==> config.mk <==
export PLATFORM = sky130hd
export DESIGN_NAME = multicycle_cpu
export DESIGN_NICKNAME = d
export VERILOG_FILES = /design/src/rtl/multicycle_cpu_pkg.sv /design/src/rtl/multicycle_cpu_regfile.sv /design/src/rtl/multicycle_cpu.sv
export SDC_FILE = /design/constraint.sdc
export NUM_CORES = 1
export LEC_CHECK = 0
export BUFFER_PORTS_ARGS = -buffer_cell sky130_fd_sc_hd__buf_2
export CORE_ASPECT_RATIO = 1.25
export CORE_MARGIN = 8
export CORE_UTILIZATION = 60
export CTS_BUF_LIST = sky130_fd_sc_hd__clkbuf_8
export CTS_CLUSTER_DIAMETER = 50
export DETAILED_ROUTE_END_ITERATION = 8
export PLACE_DENSITY_LB_ADDON = 0.25
export SETUP_SLACK_MARGIN = 0.5
export SLEW_MARGIN = 5
export SYNTH_ARGS = -nofsm -noshare
export SYNTH_HDL_FRONTEND = slang
export SYNTH_SLANG_ARGS = --single-unit
==> constraint.sdc <==
create_clock -name clk -period 3.89 [get_ports clk]
set_input_delay 0.1945 -clock clk [delete_from_list [all_inputs] [get_ports clk]]
set_output_delay 0.1945 -clock clk [all_outputs]
set_load 0.01 [all_outputs]
==> src/rtl/multicycle_cpu_pkg.sv <==
// Shared definitions for the multi-cycle CPU core: opcodes, FSM states and
// instruction field positions derived from the register index width.
package multicycle_cpu_pkg;

    typedef enum logic [3:0] {
        OP_NOP  = 4'h0,
        OP_ADD  = 4'h1,
        OP_SUB  = 4'h2,
        OP_AND  = 4'h3,
        OP_OR   = 4'h4,
        OP_XOR  = 4'h5,
        OP_SHL  = 4'h6,
        OP_SHR  = 4'h7,
        OP_MUL  = 4'h8,
        OP_LDI  = 4'h9,
        OP_MOV  = 4'hA,
        OP_HALT = 4'hF
    } opcode_t;

    typedef enum logic [2:0] {
        ST_IDLE,
        ST_DECODE,
        ST_EXEC,
        ST_WB,
        ST_HALT
    } state_t;

    // Instruction layout is {opcode[3:0], dest, src1, src2}, MSB first.
    function automatic int op_lsb(input int aw);
        return 3 * aw;
    endfunction

    function automatic int dest_lsb(input int aw);
        return 2 * aw;
    endfunction

    function automatic int src1_lsb(input int aw);
        return aw;
    endfunction

endpackage

==> src/rtl/multicycle_cpu_regfile.sv <==
// Architectural register file: two asynchronous read ports, one synchronous
// write port. r0 has no storage; it always reads 0 and ignores writes.
module cpu_regfile #(
    parameter int DATA_W = 8,
    parameter int NREGS  = 8,
    localparam int REG_AW = $clog2(NREGS)
) (
    input  logic              clk,
    input  logic              reset,
    input  logic [REG_AW-1:0] raddr1,
    input  logic [REG_AW-1:0] raddr2,
    output logic [DATA_W-1:0] rdata1,
    output logic [DATA_W-1:0] rdata2,
    input  logic              we,
    input  logic [REG_AW-1:0] waddr,
    input  logic [DATA_W-1:0] wdata
);

    logic [DATA_W-1:0] mem [1:NREGS-1];

    // Storage for r1..r(NREGS-1), cleared by reset.
    always_ff @(posedge clk or negedge reset) begin
        if (!reset) begin
            for (int i = 1; i < NREGS; i++) begin
                mem[i] <= '0;
            end
        end else if (we && (waddr != '0)) begin
            mem[waddr] <= wdata;
        end
    end

    // Combinational reads with r0 forced to zero.
    always_comb begin
        rdata1 = (raddr1 == '0) ? '0 : mem[raddr1];
        rdata2 = (raddr2 == '0) ? '0 : mem[raddr2];
    end

endmodule

==> src/rtl/multicycle_cpu.sv <==
// Multi-cycle CPU core: accepts one instruction per valid/ready handshake and
// walks it through decode, execute and writeback, reporting result and flags.
// Optional multiplier (opcode 8) enabled by defining MULTICYCLE_CPU_MUL_EN.
//
// state     | meaning
// ST_IDLE   | waiting for an instruction (instr_ready high)
// ST_DECODE | operands read from the register file
// ST_EXEC   | ALU result and next flags registered
// ST_WB     | register write, result_valid pulse
// ST_HALT   | stopped by HALT until reset
module multicycle_cpu
    import multicycle_cpu_pkg::*;
#(
    parameter int DATA_W = 8,
    parameter int NREGS  = 8,
    localparam int REG_AW  = $clog2(NREGS),
    localparam int INSTR_W = 4 + 3 * REG_AW
) (
    input  logic               clk,
    input  logic               reset,
    input  logic               instr_valid,
    output logic               instr_ready,
    input  logic [INSTR_W-1:0] instruction,
    output logic               result_valid,
    output logic [DATA_W-1:0]  result,
    output logic               illegal,
    output logic               zero_flag,
    output logic               carry_flag,
    output logic               halted
);

    localparam int unsigned SH_LIM_I = DATA_W;
    localparam logic [DATA_W-1:0] SH_LIM = SH_LIM_I[DATA_W-1:0];

    state_t             state;
    logic [INSTR_W-1:0] instr_q;
    logic [DATA_W-1:0]  op_a;
    logic [DATA_W-1:0]  op_b;
    logic               wb_en;

    logic [3:0]         opcode;
    logic [REG_AW-1:0]  dest;
    logic [REG_AW-1:0]  src1;
    logic [REG_AW-1:0]  src2;
    logic [DATA_W-1:0]  rd1;
    logic [DATA_W-1:0]  rd2;

    logic [DATA_W-1:0]  alu_res;
    logic               alu_c;
    logic               alu_wr;
    logic               alu_ill;
    logic               alu_halt;
    logic [DATA_W:0]    sum;

    assign opcode = instr_q[op_lsb(REG_AW) +: 4];
    assign dest   = instr_q[dest_lsb(REG_AW) +: REG_AW];
    assign src1   = instr_q[src1_lsb(REG_AW) +: REG_AW];
    assign src2   = instr_q[REG_AW-1:0];
    assign sum    = {1'b0, op_a} + {1'b0, op_b};

    cpu_regfile #(
        .DATA_W(DATA_W),
        .NREGS (NREGS)
    ) u_regfile (
        .clk   (clk),
        .reset (reset),
        .raddr1(src1),
        .raddr2(src2),
        .rdata1(rd1),
        .rdata2(rd2),
        .we    ((state == ST_WB) && wb_en),
        .waddr (dest),
        .wdata (result)
    );

`ifdef MULTICYCLE_CPU_MUL_EN
    logic [2*DATA_W-1:0] prod;
    assign prod = op_a * op_b;
`endif

    // ALU: result, carry and write/illegal/halt classification per opcode.
    always_comb begin
        alu_res  = '0;
        alu_c    = 1'b0;
        alu_wr   = 1'b1;
        alu_ill  = 1'b0;
        alu_halt = 1'b0;
        case (opcode)
            OP_NOP:  alu_wr = 1'b0;
            OP_ADD:  begin alu_res = sum[DATA_W-1:0]; alu_c = sum[DATA_W]; end
            OP_SUB:  begin alu_res = op_a - op_b; alu_c = (op_a < op_b); end
            OP_AND:  alu_res = op_a & op_b;
            OP_OR:   alu_res = op_a | op_b;
            OP_XOR:  alu_res = op_a ^ op_b;
            OP_SHL:  alu_res = (op_b >= SH_LIM) ? '0 : (op_a << op_b);
            OP_SHR:  alu_res = (op_b >= SH_LIM) ? '0 : (op_a >> op_b);
            OP_LDI:  alu_res = DATA_W'({src1, src2});
            OP_MOV:  alu_res = op_a;
`ifdef MULTICYCLE_CPU_MUL_EN
            OP_MUL:  begin alu_res = prod[DATA_W-1:0]; alu_c = |prod[2*DATA_W-1:DATA_W]; end
`endif
            OP_HALT: begin alu_wr = 1'b0; alu_halt = 1'b1; end
            default: begin alu_wr = 1'b0; alu_ill = 1'b1; end
        endcase
    end

    // Control FSM with registered outputs.
    always_ff @(posedge clk or negedge reset) begin
        if (!reset) begin
            state        <= ST_IDLE;
            instr_q      <= '0;
            op_a         <= '0;
            op_b         <= '0;
            wb_en        <= 1'b0;
            instr_ready  <= 1'b0;
            result_valid <= 1'b0;
            result       <= '0;
            illegal      <= 1'b0;
            zero_flag    <= 1'b0;
            carry_flag   <= 1'b0;
            halted       <= 1'b0;
        end else begin
            result_valid <= 1'b0;
            illegal      <= 1'b0;
            case (state)
                ST_IDLE: begin
                    instr_ready <= 1'b1;
                    if (instr_valid && instr_ready) begin
                        instr_q     <= instruction;
                        instr_ready <= 1'b0;
                        state       <= ST_DECODE;
                    end
                end
                ST_DECODE: begin
                    op_a  <= rd1;
                    op_b  <= rd2;
                    state <= ST_EXEC;
                end
                ST_EXEC: begin
                    if (alu_halt) begin
                        halted <= 1'b1;
                        state  <= ST_HALT;
                    end else begin
                        result       <= alu_res;
                        result_valid <= 1'b1;
                        illegal      <= alu_ill;
                        wb_en        <= alu_wr;
                        if (alu_wr) begin
                            zero_flag  <= (alu_res == '0);
                            carry_flag <= alu_c;
                        end
                        state <= ST_WB;
                    end
                end
                ST_WB: begin
                    instr_ready <= 1'b1;
                    state       <= ST_IDLE;
                end
                ST_HALT: state <= ST_HALT;
                default: state <= ST_IDLE;
            endcase
        end
    end

endmodule

==> impl_metrics.env <==
export IMPL_cts_sinks=103
export IMPL_gr_usage_all_layers_pct=26.85
export IMPL_drc=0
export IMPL_die_height_um=133.6
export IMPL_finish_utilization_pct=65.56
export IMPL_avgSynthCellArea_um2=10.88
export IMPL_yosysUniqueCellTypes=77
export IMPL_core_um2=10920
export IMPL_hold_class="in -> reg"
export IMPL_antenna_cells=0
export IMPL_synth_edf_count=0
export IMPL_grt_pass1_wl_mm=30.25
export IMPL_max_slew_worst_pin_slew_ps=1202
export IMPL_critical_path_required_ps=4160
export IMPL_finalNetCount=676
export IMPL_syn_num_nets=652
export IMPL_critical_path_cell_chain="inv_1, ha_1, inv_1, fa_1, a221oi_1, a211oi_1, a2111o_1, nor4_1, nand4_1, o41ai_2"
export IMPL_ant_nets=0
export IMPL_cts_tree="done"
export IMPL_ioPinCount=30
export IMPL_max_cap_violations=0
export IMPL_dp_hpwl_mm=13.87
export IMPL_status="finished, final reports clean"
export IMPL_start_util_pct=60.75
export IMPL_tns_ps=0
export IMPL_power_leakage_uw=0.003173
export IMPL_routed_wl_mm=18.80
export IMPL_arrival_ps=3370
export IMPL_nFillCells=857
export IMPL_design_area_um2=7161
export IMPL_die_x_um=110.1
export IMPL_hold_slack_ps=56.60
export IMPL_cp_common_cell="inv_1"
export IMPL_antenna_found_initial=0
export IMPL_slowest_stage="a2111o_1"
export IMPL_syn_area_um2=6635
export IMPL_finalHoldViolCount=0
export IMPL_ir_drop_v=0.0003768
export IMPL_synth_top_cell_by_area="dfrtp_1"
export IMPL_pwr_density_cell_nw_per_um2=717.2
export IMPL_post_cts_setup_buffers=0
export IMPL_relSlewSlack_pct=19.15
export IMPL_globalRoute_totalOverflow=0
export IMPL_yosys_register_bits=103
export IMPL_viasPerCell=6.804
export IMPL_clockRootBuffer="clkbuf_8"
export IMPL_wire_per_inst_um=24.29
export IMPL_final_common_cell="dfrtp_1"
export IMPL_num_rows=43
export IMPL_finalCritPeriodShare_pct=79.73
export IMPL_port_buffer_count=29
export IMPL_synthArstFlopShare_pct=100.0
export IMPL_crit_fanout=6
export IMPL_synthDominantCellAreaShare_pct=38.85
export IMPL_drt_initial_drc_count=337
export IMPL_rsz0062_at_grt="no"
export IMPL_finClkSkew_ps=15.25
export IMPL_dpl_cell_area_um2=6955
export IMPL_max_clock_path_buffers=2
export IMPL_grt_pass1_vias=5329
export IMPL_detail_route_first_pass_iterations=5
export IMPL_grt_max_degree=75
export IMPL_start_kind="register"
export IMPL_setup_viol=0
export IMPL_worstSetupPathType="reg -> reg"
export IMPL_clkSlewWorstSetupHoldPaths_ps=100
export IMPL_end_kind="register"
export IMPL_h_tree_depth=3
export IMPL_postSynthCellCount=610
export IMPL_clk_latency_ps=360
export IMPL_finalWorstSetupSlack_ps=788.5
export IMPL_max_freq_ghz=0.3224
export IMPL_drv_slew=0
export IMPL_die_area_um2=14700
export IMPL_layout_common_cells="dfrtp_1, mux2_2, nor2_1"
export IMPL_ys_warn_count=0
export IMPL_numCtsBuffers=9
export IMPL_place_ws_ps=685.3
export IMPL_rrSetupSlack_ps=790
export IMPL_vias=5266
export IMPL_syn_to_final_growth_pct=7.920
export IMPL_gp_congestion=1.013
export IMPL_slowest_delay_ps=480
export IMPL_synth_ff_type="dfrtp_1"
export IMPL_synth_area_leaders="dfrtp_1, mux2_2, mux4_2"
export IMPL_layout_drive_gt1_share_pct=29.42
export IMPL_period_needed_ps=3102
export IMPL_ys_seq_area_share_pct=38.85
## metrics by stage
stage | total power (uW) | instances
2_1_floorplan | 3565 | 610
3_3_place_gp | 4375 | 757
3_5_place_dp | 4424 | 757
4_1_cts | 5102 | 774
5_1_grt | 5421 | 774
6_report | 5135 | 774
## Yosys cell counts (5+ instances only)
cell / n
buf_2: 14
mux2_2: 81
nor3_1: 15
dfrtp_1: 103
nor2b_1: 10
ha_1: 24
a21o_1: 5
nand2b_1: 5
nand3_1: 7
buf_1: 5
a211oi_1: 6
nand3b_1: 5
nor2_1: 39
o22ai_1: 17
mux4_2: 22
a22oi_1: 16
inv_1: 22
clkbuf_1: 19
a31oi_1: 6
mux2_1: 5
mux2i_1: 15
nand2_1: 25
o21ai_0: 14
a21oi_1: 36
## area by class of cell
type,instances,area (um2),area share [%]
clock buffers,9,123.9,1.730
clock inverters,7,66.31,0.9261
inverters,25,97.59,1.363
multi-input cells,442,3795,53.00
flip-flops and latches,103,2579,36.01
well taps,135,168.9,2.359
repair buffers,53,330.3,4.613
## power by group
part	switching [uW]	leakage (uW)	internal, uW	total (uW)
Sequential	511	0.00139	1370	1880
Combinational	1430	0.00168	1160	2590
Clock	371	0.000104	295	666
Total	2320	0.00317	2820	5140
## repair_timing
item	CTS	global route
hold endpoints to repair	26	0
gates resized for setup	0	2
endpoints found under the setup margin	0	1
hold buffers	1	0
## worst max-delay path: cells and delay by family, from the launching register on
kind,cells,cell delay [ps]
compound gates,4,1190
fa+ha+maj,2,630
simple gates,2,550
flops,1,450
buf+inv,2,200
## flip-flops by register name (all words and copies together) (netlist names), 3 cells and up
signal and cells:
u_regfile.mem 56, instr_q 13, state 3, op_a 8, op_b 8, result 8
## cells by family (layout without fill, tap and decap cells)
group / count (synthesis) / after routing / synth area share [%]
adder cells (fa/ha/maj): 26 / 26 / 5.129
multiplexers: 123 / 123 / 24.33
AND/OR/NAND/NOR: 143 / 143 / 11.69
AO/OA/AOI/OAI: 146 / 146 / 15.37
flip-flops: 103 / 103 / 38.85
XOR/XNOR: 4 / 4 / 0.5279
buffers and inverters: 65 / 94 / 4.111
## final timing paths
| check | startpoint | to | depth (start not counted) |
|---|---|---|---|
| hold / removal | instruction[6] | instr_q[6] | 2 |
| setup / recovery | op_a[0] | zero_flag | 10 |
| hold reg to reg | halted | halted | 1 |
| max in group asynchronous | reset | u_regfile.mem[17] | 3 |
| setup reg to reg | op_a[0] | zero_flag | 10 |
| min in group asynchronous | reset | u_regfile.mem[39] | 2 |
## per-layer routing
layer	track usage (%)	wire [um]	part of all wire, %
met1	35.23	7717	41
met2	43.06	9316	50
met3	2.803	976	5.2
met4	12.64	789	4.2
met5	0	0	0
Power figures use the tool's default switching activity.
